$ cat config.mk
export PLATFORM = sky130hd
export DESIGN_NAME = xbar_slave_arbiter_flat
export DESIGN_NICKNAME = d
export VERILOG_FILES = /design/src/rtl/xbar_slave_arbiter_if.sv /design/src/rtl/xbar_slave_arbiter.sv /design/src/flat_wrapper.sv
export SDC_FILE = /design/constraint.sdc
export NUM_CORES = 1
export LEC_CHECK = 0
export BUFFER_PORTS_ARGS = -buffer_cell sky130_fd_sc_hd__buf_4
export CORE_AREA = 2 2 161 163
export CTS_CLUSTER_DIAMETER = 50
export DETAILED_ROUTE_END_ITERATION = 12
export DIE_AREA = 0 0 163 165
export SYNTH_ARGS = -nofsm -noshare
export SYNTH_HDL_FRONTEND = slang
export SYNTH_SLANG_ARGS = --single-unit
export TNS_END_PERCENT = 100
$ cat constraint.sdc
create_clock -name clk -period 2.8 [get_ports clk]
set_clock_uncertainty 0.1 [all_clocks]
set_input_delay 0.28 -clock clk [delete_from_list [all_inputs] [get_ports clk]]
set_output_delay 0.28 -clock clk [all_outputs]
set_load 0.05 [all_outputs]
$ cat src/rtl/xbar_slave_arbiter_if.sv
// Bus bundle between the masters, one per-slave arbiter and its slave port.
// The arbiter uses the slave modport; the environment (masters plus slave
// model) uses the master modport.
interface xbar_slave_arbiter_if #(
  parameter int MASTER_N   = 4,
  parameter int ADDR_W     = 32,
  parameter int DATA_W     = 32,
  parameter int RESP_DEPTH = 4
) ();
  localparam int CNT_W = $clog2(RESP_DEPTH) + 1;

  logic [MASTER_N-1:0]        m_req;
  logic [MASTER_N*ADDR_W-1:0] m_addr;
  logic [MASTER_N-1:0]        m_cmd;
  logic [MASTER_N*DATA_W-1:0] m_wdata;
  logic [MASTER_N-1:0]        m_ack;
  logic [MASTER_N-1:0]        m_resp;
  logic [DATA_W-1:0]          m_rdata;
  logic                       s_req;
  logic [ADDR_W-1:0]          s_addr;
  logic                       s_cmd;
  logic [DATA_W-1:0]          s_wdata;
  logic                       s_ack;
  logic                       s_resp;
  logic [DATA_W-1:0]          s_rdata;
  logic [CNT_W-1:0]           outstanding;
  logic                       err;

  modport slave (
    input  m_req, m_addr, m_cmd, m_wdata, s_ack, s_resp, s_rdata,
    output m_ack, m_resp, m_rdata, s_req, s_addr, s_cmd, s_wdata, outstanding, err
  );

  modport master (
    output m_req, m_addr, m_cmd, m_wdata, s_ack, s_resp, s_rdata,
    input  m_ack, m_resp, m_rdata, s_req, s_addr, s_cmd, s_wdata, outstanding, err
  );
endinterface

$ cat src/rtl/xbar_slave_arbiter.sv
// Per-slave arbiter for the crossbar: picks one requesting master, forwards
// its command to the slave, returns the acknowledge to the winner and routes
// read responses back in issue order through a small ID FIFO.
module xbar_slave_arbiter #(
  parameter int MASTER_N   = 4,
  parameter int ADDR_W     = 32,
  parameter int DATA_W     = 32,
  parameter int RESP_DEPTH = 4,
  parameter int ARB_MODE   = 0
) (
  input  logic                  clk,
  input  logic                  rst,
  xbar_slave_arbiter_if.slave   bus
);
  localparam int IDX_W = (MASTER_N > 1) ? $clog2(MASTER_N) : 1;
  localparam int PTR_W = $clog2(RESP_DEPTH);
  localparam int CNT_W = PTR_W + 1;
  localparam logic [MASTER_N-1:0] ONE_M = {{(MASTER_N-1){1'b0}}, 1'b1};

  typedef enum logic [0:0] {
    ST_IDLE = 1'b0,
    ST_BUSY = 1'b1
  } state_t;

  state_t              r_state;
  state_t              w_state_nxt;
  logic [IDX_W-1:0]    r_gnt;
  logic [IDX_W-1:0]    w_gnt_nxt;
  logic [IDX_W-1:0]    r_ptr;
  logic [IDX_W-1:0]    w_ptr_nxt;
  logic [IDX_W-1:0]    w_gnt_inc;
  logic [IDX_W-1:0]    r_fifo [RESP_DEPTH];
  logic [PTR_W-1:0]    r_wr_ptr;
  logic [PTR_W-1:0]    r_rd_ptr;
  logic [CNT_W-1:0]    r_count;
  logic                r_err;
  logic                w_full;
  logic                w_empty;
  logic                w_push;
  logic                w_pop;
  logic                w_err_set;
  logic [MASTER_N-1:0] w_eligible;
  logic                w_found;
  logic [IDX_W-1:0]    w_pick;
  int                  w_idx;

  // Reads may only be granted while there is room to remember who issued them.
  always_comb begin
    w_full  = (r_count == CNT_W'(RESP_DEPTH));
    w_empty = (r_count == {CNT_W{1'b0}});
    if (w_full) begin
      w_eligible = bus.m_req & bus.m_cmd;
    end else begin
      w_eligible = bus.m_req;
    end
    w_gnt_inc = (r_gnt == IDX_W'(MASTER_N - 1)) ? {IDX_W{1'b0}} : (r_gnt + IDX_W'(1));
  end

  // Winner search: rotating start point in round-robin, index 0 first otherwise.
  always_comb begin
    w_found = 1'b0;
    w_pick  = {IDX_W{1'b0}};
    w_idx   = 0;
    for (int k = 0; k < MASTER_N; k++) begin
      if (ARB_MODE == 0) begin
        w_idx = int'(r_ptr) + k;
        if (w_idx >= MASTER_N) begin
          w_idx = w_idx - MASTER_N;
        end else begin
          w_idx = w_idx;
        end
      end else begin
        w_idx = k;
      end
      if (!w_found && w_eligible[w_idx]) begin
        w_found = 1'b1;
        w_pick  = IDX_W'(w_idx);
      end else begin
        w_found = w_found;
      end
    end
  end

  // Next-state logic and slave-side outputs; the grant is held until s_ack.
  always_comb begin
    w_state_nxt = r_state;
    w_gnt_nxt   = r_gnt;
    w_ptr_nxt   = r_ptr;
    w_push      = 1'b0;
    bus.s_req   = 1'b0;
    bus.s_addr  = {ADDR_W{1'b0}};
    bus.s_cmd   = 1'b0;
    bus.s_wdata = {DATA_W{1'b0}};
    bus.m_ack   = {MASTER_N{1'b0}};
    case (r_state)
      ST_IDLE: begin
        if (w_found) begin
          w_state_nxt = ST_BUSY;
          w_gnt_nxt   = w_pick;
        end else begin
          w_state_nxt = ST_IDLE;
        end
      end
      ST_BUSY: begin
        bus.s_req   = 1'b1;
        bus.s_addr  = bus.m_addr[r_gnt*ADDR_W +: ADDR_W];
        bus.s_cmd   = bus.m_cmd[r_gnt];
        bus.s_wdata = bus.m_wdata[r_gnt*DATA_W +: DATA_W];
        if (bus.s_ack) begin
          bus.m_ack   = ONE_M << r_gnt;
          w_push      = ~bus.m_cmd[r_gnt];
          w_ptr_nxt   = w_gnt_inc;
          w_state_nxt = ST_IDLE;
        end else begin
          w_state_nxt = ST_BUSY;
        end
      end
      default: begin
        w_state_nxt = ST_IDLE;
      end
    endcase
  end

  // Response routing: the FIFO head owns the next read response.
  always_comb begin
    w_pop       = bus.s_resp & ~w_empty;
    w_err_set   = bus.s_resp & w_empty;
    bus.m_rdata = bus.s_rdata;
    if (w_pop) begin
      bus.m_resp = ONE_M << r_fifo[r_rd_ptr];
    end else begin
      bus.m_resp = {MASTER_N{1'b0}};
    end
    bus.outstanding = r_count;
    bus.err         = r_err;
  end

  // Arbitration state register.
  always_ff @(posedge clk) begin
    if (rst) begin
      r_state <= ST_IDLE;
      r_gnt   <= {IDX_W{1'b0}};
      r_ptr   <= {IDX_W{1'b0}};
    end else begin
      r_state <= w_state_nxt;
      r_gnt   <= w_gnt_nxt;
      r_ptr   <= w_ptr_nxt;
    end
  end

  // Read-ID FIFO, outstanding counter and sticky unexpected-response flag.
  always_ff @(posedge clk) begin
    if (rst) begin
      for (int i = 0; i < RESP_DEPTH; i++) begin
        r_fifo[i] <= {IDX_W{1'b0}};
      end
      r_wr_ptr <= {PTR_W{1'b0}};
      r_rd_ptr <= {PTR_W{1'b0}};
      r_count  <= {CNT_W{1'b0}};
      r_err    <= 1'b0;
    end else begin
      if (w_push) begin
        r_fifo[r_wr_ptr] <= r_gnt;
        r_wr_ptr         <= r_wr_ptr + PTR_W'(1);
      end else begin
        r_wr_ptr <= r_wr_ptr;
      end
      if (w_pop) begin
        r_rd_ptr <= r_rd_ptr + PTR_W'(1);
      end else begin
        r_rd_ptr <= r_rd_ptr;
      end
      case ({w_push, w_pop})
        2'b10:   r_count <= r_count + CNT_W'(1);
        2'b01:   r_count <= r_count - CNT_W'(1);
        default: r_count <= r_count;
      endcase
      r_err <= r_err | w_err_set;
    end
  end
endmodule

$ cat src/flat_wrapper.sv
// flat-port wrapper written by rule: the top's interface ports become plain ports
module xbar_slave_arbiter_flat 
#(
  parameter int MASTER_N   = 4,
  parameter int ADDR_W     = 32,
  parameter int DATA_W     = 32,
  parameter int RESP_DEPTH = 4,
  parameter int ARB_MODE   = 0
)
  (clk, rst, bus_m_req, bus_m_addr, bus_m_cmd, bus_m_wdata, bus_s_ack, bus_s_resp, bus_s_rdata, bus_m_ack, bus_m_resp, bus_m_rdata, bus_s_req, bus_s_addr, bus_s_cmd, bus_s_wdata, bus_outstanding, bus_err);
  xbar_slave_arbiter_if #(.MASTER_N(MASTER_N), .ADDR_W(ADDR_W), .DATA_W(DATA_W), .RESP_DEPTH(RESP_DEPTH)) bus_i ();
  input  logic clk;
  input  logic rst;
  input wire logic [$bits(bus_i.m_req)-1:0] bus_m_req;
  input wire logic [$bits(bus_i.m_addr)-1:0] bus_m_addr;
  input wire logic [$bits(bus_i.m_cmd)-1:0] bus_m_cmd;
  input wire logic [$bits(bus_i.m_wdata)-1:0] bus_m_wdata;
  input wire logic [$bits(bus_i.s_ack)-1:0] bus_s_ack;
  input wire logic [$bits(bus_i.s_resp)-1:0] bus_s_resp;
  input wire logic [$bits(bus_i.s_rdata)-1:0] bus_s_rdata;
  output wire logic [$bits(bus_i.m_ack)-1:0] bus_m_ack;
  output wire logic [$bits(bus_i.m_resp)-1:0] bus_m_resp;
  output wire logic [$bits(bus_i.m_rdata)-1:0] bus_m_rdata;
  output wire logic [$bits(bus_i.s_req)-1:0] bus_s_req;
  output wire logic [$bits(bus_i.s_addr)-1:0] bus_s_addr;
  output wire logic [$bits(bus_i.s_cmd)-1:0] bus_s_cmd;
  output wire logic [$bits(bus_i.s_wdata)-1:0] bus_s_wdata;
  output wire logic [$bits(bus_i.outstanding)-1:0] bus_outstanding;
  output wire logic [$bits(bus_i.err)-1:0] bus_err;
  assign bus_i.m_req = bus_m_req;
  assign bus_i.m_addr = bus_m_addr;
  assign bus_i.m_cmd = bus_m_cmd;
  assign bus_i.m_wdata = bus_m_wdata;
  assign bus_i.s_ack = bus_s_ack;
  assign bus_i.s_resp = bus_s_resp;
  assign bus_i.s_rdata = bus_s_rdata;
  assign bus_m_ack = bus_i.m_ack;
  assign bus_m_resp = bus_i.m_resp;
  assign bus_m_rdata = bus_i.m_rdata;
  assign bus_s_req = bus_i.s_req;
  assign bus_s_addr = bus_i.s_addr;
  assign bus_s_cmd = bus_i.s_cmd;
  assign bus_s_wdata = bus_i.s_wdata;
  assign bus_outstanding = bus_i.outstanding;
  assign bus_err = bus_i.err;
  xbar_slave_arbiter #(.MASTER_N(MASTER_N), .ADDR_W(ADDR_W), .DATA_W(DATA_W), .RESP_DEPTH(RESP_DEPTH), .ARB_MODE(ARB_MODE)) u_core (.clk(clk), .rst(rst), .bus(bus_i));
endmodule
==> flow_summary_export.csv, run 1 <==
group,metric,value,unit
place,gp_congestion,0.756,
clocking,cts_made_buffers,3,
setup_path,r2r_slack,510,ps
finish,drive_gt1_share,71.1,%
logic_synthesis,async_flop_share,0,%
floorplan,rows,58,
pwr,leakage,2.72,nW
worst_hold_path,hp-class,"in2reg",
grt,grt_max_degree,75,
clocking,root_buffer,"clkbuf_16",
grt,antenna_found_initial,0,
clocking,h-tree-depth,1,
logic_synthesis,synthFlopType,"dfxtp_1",
detailed_routing,drtIter0Drc,104,
floorplan,die-area,26900,um2
detailed_routing,drc,0,
detailed_routing,wirelength,15300,um
logic_synthesis,netlist-cell-type-count,46,
setup_path,path_max_fanout,69,
detailed_routing,dr.pass1.iters,4,
timing,finalHoldViolations,0,
floorplan,die-height,165,um
pwr,peakVddDrop,0.000228,V
logic_synthesis,synth_edf_count,8,
pwr,cellPowerDensity,360,nW/um2
place,place_hpwl,12900,um
grt,grt.overflow.total,0,
logic_synthesis,syn_avg_cell_area,11.0,um2
finish,stdcell_area,6230,um2
timing,setup_violations,0,
floorplan,die_x,163,um
finish,n_antenna_cell,0,
timing,rsz0062_at_grt,"no",
timing,fmax,399,MHz
logic_synthesis,ys_seq_elements,23,
setup_path,criticalPathCategory,"reg2out",
outcome,status,"finished clean",
detailed_routing,ant_nets,0,
clocking,holdBufCountCts,0,
floorplan,initial_utilization,13.7,%
clocking,cts_setup_buffers,0,
place,port_buffers,345,
place,placed_area,6150,um2
finish,syn_to_final_growth,81.3,%
grt,grt_pass1_vias,3662,
setup_path,end_kind,"primary output",
logic_synthesis,yosysWarnings,0,
detailed_routing,wl_per_cell,16.4,um
clocking,cts_tree,"yes",
clocking,cts_resized,0,
timing,slew-limit-headroom,54.4,%
clocking,cts.sinks,23,
finish,final_util,24.9,%
logic_synthesis,syn-cell-area,3430,um2
grt,grt_use_total,9.88,%
setup_path,start_kind,"register",
detailed_routing,via_count,3763,
timing,finalSetupTns,0,ps
clocking,clk_latency,260,ps
grt,grt_pass1_wl,20500,um
floorplan,coreArea,25000,um2
timing,report.final.slew_viol_count,0,
detailed_routing,via_per_inst,4.02,
timing,worst_pin_slew,685,ps
clocking,path_clk_slew,60,ps
logic_synthesis,ys_seq_area_share,15.7,%
floorplan,pin_count,410,
setup_path,cp.arrival,2130,ps
finish,nNetsFinal,913,
logic_synthesis,syn-num-nets,619,
setup_path,crit_required,2420,ps
clocking,clock_path_buffers,2,
logic_synthesis,netlist_instances,313,
timing,post-route-min-period,2510,ps
timing,timing.final.crit_share,89.6,%
flow_run,drv_cap,0,
## synth_stat cells (2+ instances only)
library cell	count	area share [%]
nor2_1	18	2.0
and2_1	66	12
clkbuf_1	15	1.6
and3_1	5	0.91
inv_1	7	0.77
o21bai_1	3	0.66
nor2_2	2	0.36
a21oi_1	6	0.87
nand2_1	8	0.87
buf_2	7	1.0
nor4_1	2	0.36
o21ai_1	3	0.44
o211ai_1	2	0.44
nand2b_1	3	0.55
mux4_2	67	44
xor2_1	3	0.77
buf_1	5	0.55
dfxtp_1	15	8.7
nor3_1	4	0.58
ha_1	5	1.8
xnor2_1	2	0.51
edfxtp_1	8	7.0
o21ai_0	3	0.44
buf_4	32	7.0
## layout make-up
| class | count | area, um2 |
|---|---|---|
| clock buffer | 3 | 75.1 |
| clock inverter | 1 | 5.00 |
| fill | 2729 | 18800 |
| inverter | 7 | 26.3 |
| multi-input combinational | 223 | 2510 |
| sequential | 23 | 549 |
| tap | 330 | 413 |
| timing repair buffer | 349 | 2650 |
## metal layers
metal  vias up  GRT usage [%]  part of all wire, %
met2       229           16.5                   50
met5         -              0                    0
li1       1737              -                    -
met4         0           1.29                 0.73
met1      1789           13.2                   40
met3         8           2.56                  9.4
## flip-flops by register name (all words and copies together) (netlist names), named ones only
register and count:
u_core.r_wr_ptr 2, u_core.r_rd_ptr 2, u_core.bus.outstanding 3, u_core.r_fifo 8
u_core.r_state 1, u_core.r_ptr 2, u_core.r_gnt 2, u_core.bus.err 1
## stage by stage
stage	cells	worst slack, ps	total power [mW]	hold slack (ps)
6_report	936	292	2.24	155
5_1_grt	936	207	2.35	174
4_1_cts	936	285	2.26	157
3_5_place_dp	932	510	1.95	371
3_3_place_gp	932	548	1.94	361
2_1_floorplan	313	59.6	1.48	275
## worst max-delay path: stages (launching register included)
cell and delay [ps]:
dfxtp_4 360, buf_12 370, mux4_2 610, and2_1 180, buf_4 190
## layout by cell type, fill, tap and decap left out, types with 2 or more instances in the layout
| master | instances |
|---|---|
| buf_4 | 347 |
| clkbuf_16 | 3 |
| dfxtp_1 | 12 |
| ha_1 | 5 |
| inv_1 | 7 |
| xnor2_1 | 2 |
| nand2_1 | 8 |
| dfxtp_4 | 2 |
| o21ai_1 | 3 |
| o211ai_1 | 2 |
| and3_1 | 5 |
| and2_1 | 66 |
| nor2_2 | 2 |
| nor2_1 | 18 |
| xor2_1 | 3 |
| mux4_2 | 67 |
| nor4_1 | 2 |
| o21bai_1 | 3 |
| nor3_1 | 4 |
| nand2b_1 | 3 |
| a21oi_1 | 6 |
| o21ai_0 | 3 |
| edfxtp_1 | 8 |
| buf_12 | 2 |
## cells by family (layout without fill, tap and decap cells)
| kind of cell | Yosys count | count (layout) | share of synthesized area [%] |
|---|---|---|---|
| fa+ha+maj | 6 | 6 | 2.40 |
| simple gates | 120 | 120 | 20.6 |
| buf+inv | 67 | 360 | 11.1 |
| compound gates | 24 | 24 | 4.59 |
| flops | 23 | 23 | 15.7 |
| xor+xnor | 5 | 5 | 1.28 |
| mux | 68 | 68 | 44.3 |
## power by group
| group | total (mW) | internal (mW) | leakage [nW] | switching, mW |
|---|---|---|---|---|
| sequential | 0.419 | 0.382 | 0.207 | 0.0368 |
| clock | 0.310 | 0.192 | 0.0409 | 0.118 |
| combinational | 1.51 | 0.717 | 2.47 | 0.795 |
| total | 2.24 | 1.29 | 2.72 | 0.949 |
## final timing paths
kind | from | end | cells after the start
min | bus_s_resp | u_core.bus.err | 3
min reg2reg | u_core.r_wr_ptr[0] | u_core.r_wr_ptr[0] | 2
max reg2reg | u_core.r_gnt[0] | u_core.bus.outstanding[2] | 9
max | u_core.r_gnt[0] | bus_s_wdata[22] | 4
Note: power is estimated with default switching activity, not from simulation.
==> run 2: changes to the inputs <==
==> constraint.sdc (replaced) <==
create_clock -name clk -period 2.1 [get_ports clk]
set_clock_uncertainty 0.1 [all_clocks]
set_input_delay 0.21 -clock clk [delete_from_list [all_inputs] [get_ports clk]]
set_output_delay 0.21 -clock clk [all_outputs]
set_load 0.05 [all_outputs]
==> run 2 against run 1 <==
  * The run now ends with negative setup slack left
  * Final area rose by 12%
  * Total power rose by 50%
  * Count of clock-buffer cells in the layout stayed put
  * Non-clock buffer count rose by 17
  * Die area unchanged
  * Sequential power up 35%
  * Sequential cell count unchanged
==> flow_summary_export.csv, run 2 (synthesis gave the netlist of run 1 again) <==
group,metric,value,unit
worst_hold_path,hp-class,"in2reg",
finish,stdcell_area,6980,um2
clocking,clk_latency,260,ps
place,placed_area,6320,um2
place,gp_congestion,0.733,
timing,slew-limit-headroom,46.3,%
floorplan,pin_count,410,
floorplan,rows,58,
detailed_routing,drc,0,
finish,drive_gt1_share,83.8,%
timing,post-route-min-period,2200,ps
finish,regMostFlops,"u_core.r_fifo",
grt,grtUsageMet1,14.5,%
timing,timing.final.crit_share,105,%
floorplan,die-height,165,um
detailed_routing,wl_per_cell,18.6,um
clocking,path_clk_slew,60,ps
detailed_routing,via_count,3968,
clocking,cts_made_buffers,3,
clocking,cts_tree,"yes",
detailed_routing,wirelength,17700,um
timing,finalHoldViolations,0,
clocking,holdBufCountCts,0,
finish,layout_common_cells,"buf_4 (287), mux4_2 (67), buf_6 (58)",
grt,antenna_found_initial,3,
detailed_routing,ant_nets,0,
floorplan,die-area,26900,um2
timing,setup_violations,59,
place,place_hpwl,14300,um
pwr,leakage,3.02,nW
outcome,status,"complete, but fails checks",
finish,mostFrequentLayoutCell,"buf_4",
grt,busiest_layer,"met2",
floorplan,die_x,163,um
setup_path,start_kind,"register",
setup_path,cp.arrival,1890,ps
grt,grt_pass1_vias,4073,
finish,final_util,27.9,%
finish,syn_to_final_growth,103,%
finish,largest_reg_flops,8,
clocking,clock_path_buffers,2,
timing,fmax,454,MHz
detailed_routing,dr.pass1.iters,5,
clocking,root_buffer,"clkbuf_16",
pwr,peakVddDrop,0.000305,V
detailed_routing,via_per_inst,4.16,
grt,grt_pass1_wl,23900,um
pwr,cellPowerDensity,483,nW/um2
timing,setup_ws,-102,ps
finish,n_antenna_cell,0,
grt,grt_max_degree,75,
timing,report.final.slew_viol_count,0,
grt,met2_usage,19.6,%
grt,gr-usage-met3,4.82,%
floorplan,initial_utilization,13.7,%
grt,grt_use_total,11.8,%
timing,rsz0062_at_grt,"yes",
finish,nNetsFinal,930,
floorplan,coreArea,25000,um2
setup_path,crit_required,1790,ps
pwr,power,3.37,mW
timing,worst_pin_slew,806,ps
setup_path,criticalPathCategory,"reg2out",
flow_run,drv_cap,0,
outcome,violations,"negative setup slack",
detailed_routing,drtIter0Drc,222,
setup_path,end_kind,"primary output",
grt,grt.overflow.total,0,
clocking,cts.sinks,23,
place,port_buffers,345,
setup_path,path_max_fanout,17,
clocking,h-tree-depth,1,
==> run 2: cell count changes in the layout (fill, tap and decap cells not counted), sizes merged <==
| cell | previous run | this run |
|---|---|---|
| buf | 349 | 366 |
==> run 2: routing by layer <==
metal	vias up	routed length (um)
li1	1770	-
met1	1929	6560
met2	239	8910
met3	24	2030
met4	6	165
met5	-	46
==> run 2: stage by stage <==
| stage | cells | TNS [ps] | hold slack [ps] | setup slack [ps] |
|---|---|---|---|---|
| floorplan | 313 | -134 | 205 | -84.9 |
| global placement | 943 | 0 | 320 | 18.9 |
| detailed placement | 943 | -32.4 | 320 | -32.4 |
| CTS | 953 | -5760 | 83.6 | -129 |
| global route | 953 | -6690 | 85.2 | -158 |
| finish | 953 | -2520 | 88.4 | -102 |
==> run 2: what timing repair did <==
action                     4_1_cts  5_1_grt
cloned                           3        0
pin swaps                        1        2
setup buffers                    3        2
gates resized for setup         73       72
setup endpoints to repair       65       74
==> run 2: final timing paths <==
| check | from | to | slack (ps) | cells after the start |
|---|---|---|---|---|
| setup / recovery | u_core.r_gnt[0] | bus_s_addr[3] | -100 | 5 |
| hold / removal | bus_s_resp | u_core.bus.err | 90 | 3 |
| setup reg to reg | u_core.r_gnt[0] | u_core.bus.outstanding[2] | -60 | 9 |
| hold reg to reg | u_core.bus.err | u_core.bus.err | 390 | 2 |
==> run 2: final cells by class <==
| class | instances | area [um2] |
|---|---|---|
| Multi-Input combinational cell | 223 | 2700 |
| Inverter | 7 | 26.3 |
| Fill cell | 2689 | 18100 |
| Clock buffer | 3 | 75.1 |
| Sequential cell | 23 | 561 |
| Timing Repair Buffer | 366 | 3210 |
| Tap cell | 330 | 413 |
| Clock inverter | 1 | 5.00 |
==> run 2: power breakdown <==
group          internal, mW  total, mW  switching, mW
logic                  1.23       2.38           1.15
registers             0.515      0.567         0.0519
clock network         0.257      0.421          0.164
==> run 2: critical path: stages (launching register included) <==
cell and delay (ps):
dfxtp_4 370, buf_12 160, buf_16 190, mux4_2 550, and2_4 190, buf_6 150
==> run 3: changes to the inputs <==
--- a/config.mk
+++ b/config.mk
@@ -10,6 +10,7 @@
 export CTS_CLUSTER_DIAMETER = 50
 export DETAILED_ROUTE_END_ITERATION = 12
 export DIE_AREA = 0 0 163 165
+export SKIP_LAST_GASP = 1
 export SYNTH_ARGS = -nofsm -noshare
 export SYNTH_HDL_FRONTEND = slang
 export SYNTH_SLANG_ARGS = --single-unit
==> run 3 against run 2 <==
  * The run still ends with negative setup slack left
  * Die area did not move
  * First-iteration DRC count up 4.5%
  * Clock power barely moved
  * Final area shrank 2.9%
  * Sequential share of layout area increased by 0.24 points
  * Utilization shrank 0.82 points
==> flow_summary_export.csv, run 3 (synthesis gave the netlist of run 1 again) <==
group,metric,value,unit
flow_run,drv_cap,0,
outcome,violations,"negative setup slack",
finish,multi_input_area,2610,um2
finish,drive_gt1_share,78.7,%
finish,largest_reg_flops,8,
pwr,cellPowerDensity,481,nW/um2
grt,grt_max_degree,75,
detailed_routing,wirelength,18000,um
worst_hold_path,hp-start,"bus_s_ack",
timing,finalHoldViolations,0,
grt,antenna_found_initial,3,
setup_path,cp.arrival,1880,ps
clocking,clock_path_buffers,2,
pwr,power.switching,1.35,mW
floorplan,coreArea,25000,um2
setup_path,criticalPathCategory,"reg2out",
setup_path,slowest_delay,500,ps
clocking,cts_made_buffers,3,
timing,setup_violations,70,
finish,mostFrequentLayoutCell,"buf_4",
timing,fmax,456,MHz
pwr,power.internal,1.91,mW
worst_hold_path,min_to,"u_core.r_state",
timing,slew-limit-headroom,52.2,%
pwr,swShare,41.4,%
clocking,clk_latency,260,ps
worst_hold_path,hp-class,"in2reg",
detailed_routing,via_count,3939,
pwr,p_comb_share,69.7,%
finish,stdcell_area,6780,um2
place,place_hpwl,14300,um
setup_path,reg2reg_to,"u_core.bus.outstanding[2]",
pwr,pwr-share-clk,12.9,%
timing,rsz0062_at_grt,"yes",
clocking,cts_tree,"yes",
timing,report.final.slew_viol_count,0,
worst_hold_path,min_path_cells,2,
pwr,leakage,2.94,nW
finish,syn_to_final_growth,97.3,%
grt,grt_use_total,11.8,%
setup_path,cp_num_buf_inv,3,
clocking,cts.sinks,23,
detailed_routing,via_per_inst,4.13,
setup_path,path_max_fanout,9,
floorplan,initial_utilization,13.7,%
finish,nNetsFinal,931,
outcome,status,"complete, but fails checks",
place,placed_area,6320,um2
setup_path,critPathTopFamily,"buffers and inverters",
pwr,peakVddDrop,0.000306,V
timing,setup_ws,-92.0,ps
detailed_routing,dr.pass1.iters,4,
grt,grt_pass1_wl,23900,um
setup_path,reg2reg_depth,9,
floorplan,pin_count,410,
setup_path,r2r_slack,-60,ps
finish,n_antenna_cell,0,
clocking,h-tree-depth,1,
place,port_buffers,345,
finish,fillCellCount,2709,
setup_path,start_kind,"register",
floorplan,rows,58,
floorplan,die_x,163,um
clocking,root_buffer,"clkbuf_16",
setup_path,end_kind,"primary output",
clocking,path_clk_slew,60,ps
timing,timing.final.crit_share,104,%
detailed_routing,ant_nets,0,
place,gp_congestion,0.733,
grt,grt_pass1_vias,4083,
timing,worst_pin_slew,718,ps
detailed_routing,drtIter0Drc,232,
grt,grt.overflow.total,0,
detailed_routing,wl_per_cell,18.8,um
finish,layout_common_cells,"buf_4 (315), mux4_2 (67), buf_6 (39)",
detailed_routing,drc,0,
clocking,holdBufCountCts,0,
floorplan,die-area,26900,um2
setup_path,r2r_start,"u_core.r_gnt[0]",
finish,regMostFlops,"u_core.r_fifo",
setup_path,crit_required,1790,ps
setup_path,crit_chain,"buf_12 > buf_16 > mux4_2 > and2_2 > buf_4",
timing,finalSetupTns,-3680,ps
setup_path,critPathSlowestCell,"mux4_2",
floorplan,die-height,165,um
timing,post-route-min-period,2190,ps
finish,register_area,561,um2
pwr,p_seq_share,17.4,%
## run 3: cell count changes in the layout (fill, tap and decap cells not counted), sizes merged
cell	before	now
buf	366	365
clkbuf	3	5
## run 3: cell type report
cell class	count	share of cell area, %
timing repair buffer	367	45.6
multi-input combinational	223	38.4
sequential	23	8.27
tap	330	6.09
clock buffer	3	1.11
inverter	7	0.388
clock inverter	1	0.0739
## run 3: metrics by stage
step	std cells	setup slack [ps]	utilization, %	hold WS [ps]	total power, mW
5_1_grt	954	-156	27.1	78.4	3.43
4_1_cts	953	-152	26.4	83.6	3.22
2_1_floorplan	313	-84.9	-	205	2.02
3_3_place_gp	943	18.9	25.2	320	2.67
6_report	954	-92.0	27.1	83.9	3.26
3_5_place_dp	943	-32.4	25.2	320	2.69
## run 3: routing by layer
metal  track usage, %  wire (um)  vias up
met4             1.93        150        4
met5                0         32        -
met1             14.6       6990     1913
met3             4.57       1830       20
li1                 -          -     1770
met2             19.7       8980      232
## run 3: power groups by stage
| stage | combinational (mW) | clock [mW] | sequential, mW |
|---|---|---|---|
| 5_1_grt | 2.40 | 0.450 | 0.578 |
| 3_5_place_dp | 2.12 | 0 | 0.574 |
| 4_1_cts | 2.23 | 0.429 | 0.566 |
| 3_3_place_gp | 2.10 | 0 | 0.574 |
| 2_1_floorplan | 1.39 | 0 | 0.624 |
| 6_report | 2.27 | 0.421 | 0.567 |
## run 3: worst max-delay path by stage
stage / depth (start not counted) / endpoint / slack, ps / startpoint
2_1_floorplan: 10 / u_core.bus.outstanding[2] / -80 / u_core.r_gnt[0]
3_3_place_gp: 9 / u_core.bus.outstanding[2] / 20 / u_core.r_gnt[0]
3_5_place_dp: 9 / u_core.bus.outstanding[2] / -30 / u_core.r_gnt[0]
4_1_cts: 6 / bus_s_addr[6] / -150 / u_core.r_gnt[0]
5_1_grt: 9 / u_core.bus.outstanding[2] / -160 / u_core.r_gnt[0]
6_report: 5 / bus_s_addr[30] / -90 / u_core.r_gnt[0]
## run 3: what timing repair did
action | in CTS | in global routing
endpoints found under the hold margin | 0 | 0
setup buffers | 3 | 1
resized for setup | 24 | 43
pin swaps | 0 | 2
endpoints found under the setup margin | 65 | 76
gates cloned | 3 | 2
## run 3: worst register-to-register path: cells and delay by family, from the launching register on
kind                     cells  cell delay, ps
AO/OA/AOI/OAI                1             120
XOR/XNOR                     1              70
adder cells (fa/ha/maj)      2             340
buffers and inverters        2             110
flip-flops                   1             370
multiplexers                 1             550
AND/OR/NAND/NOR              2             440
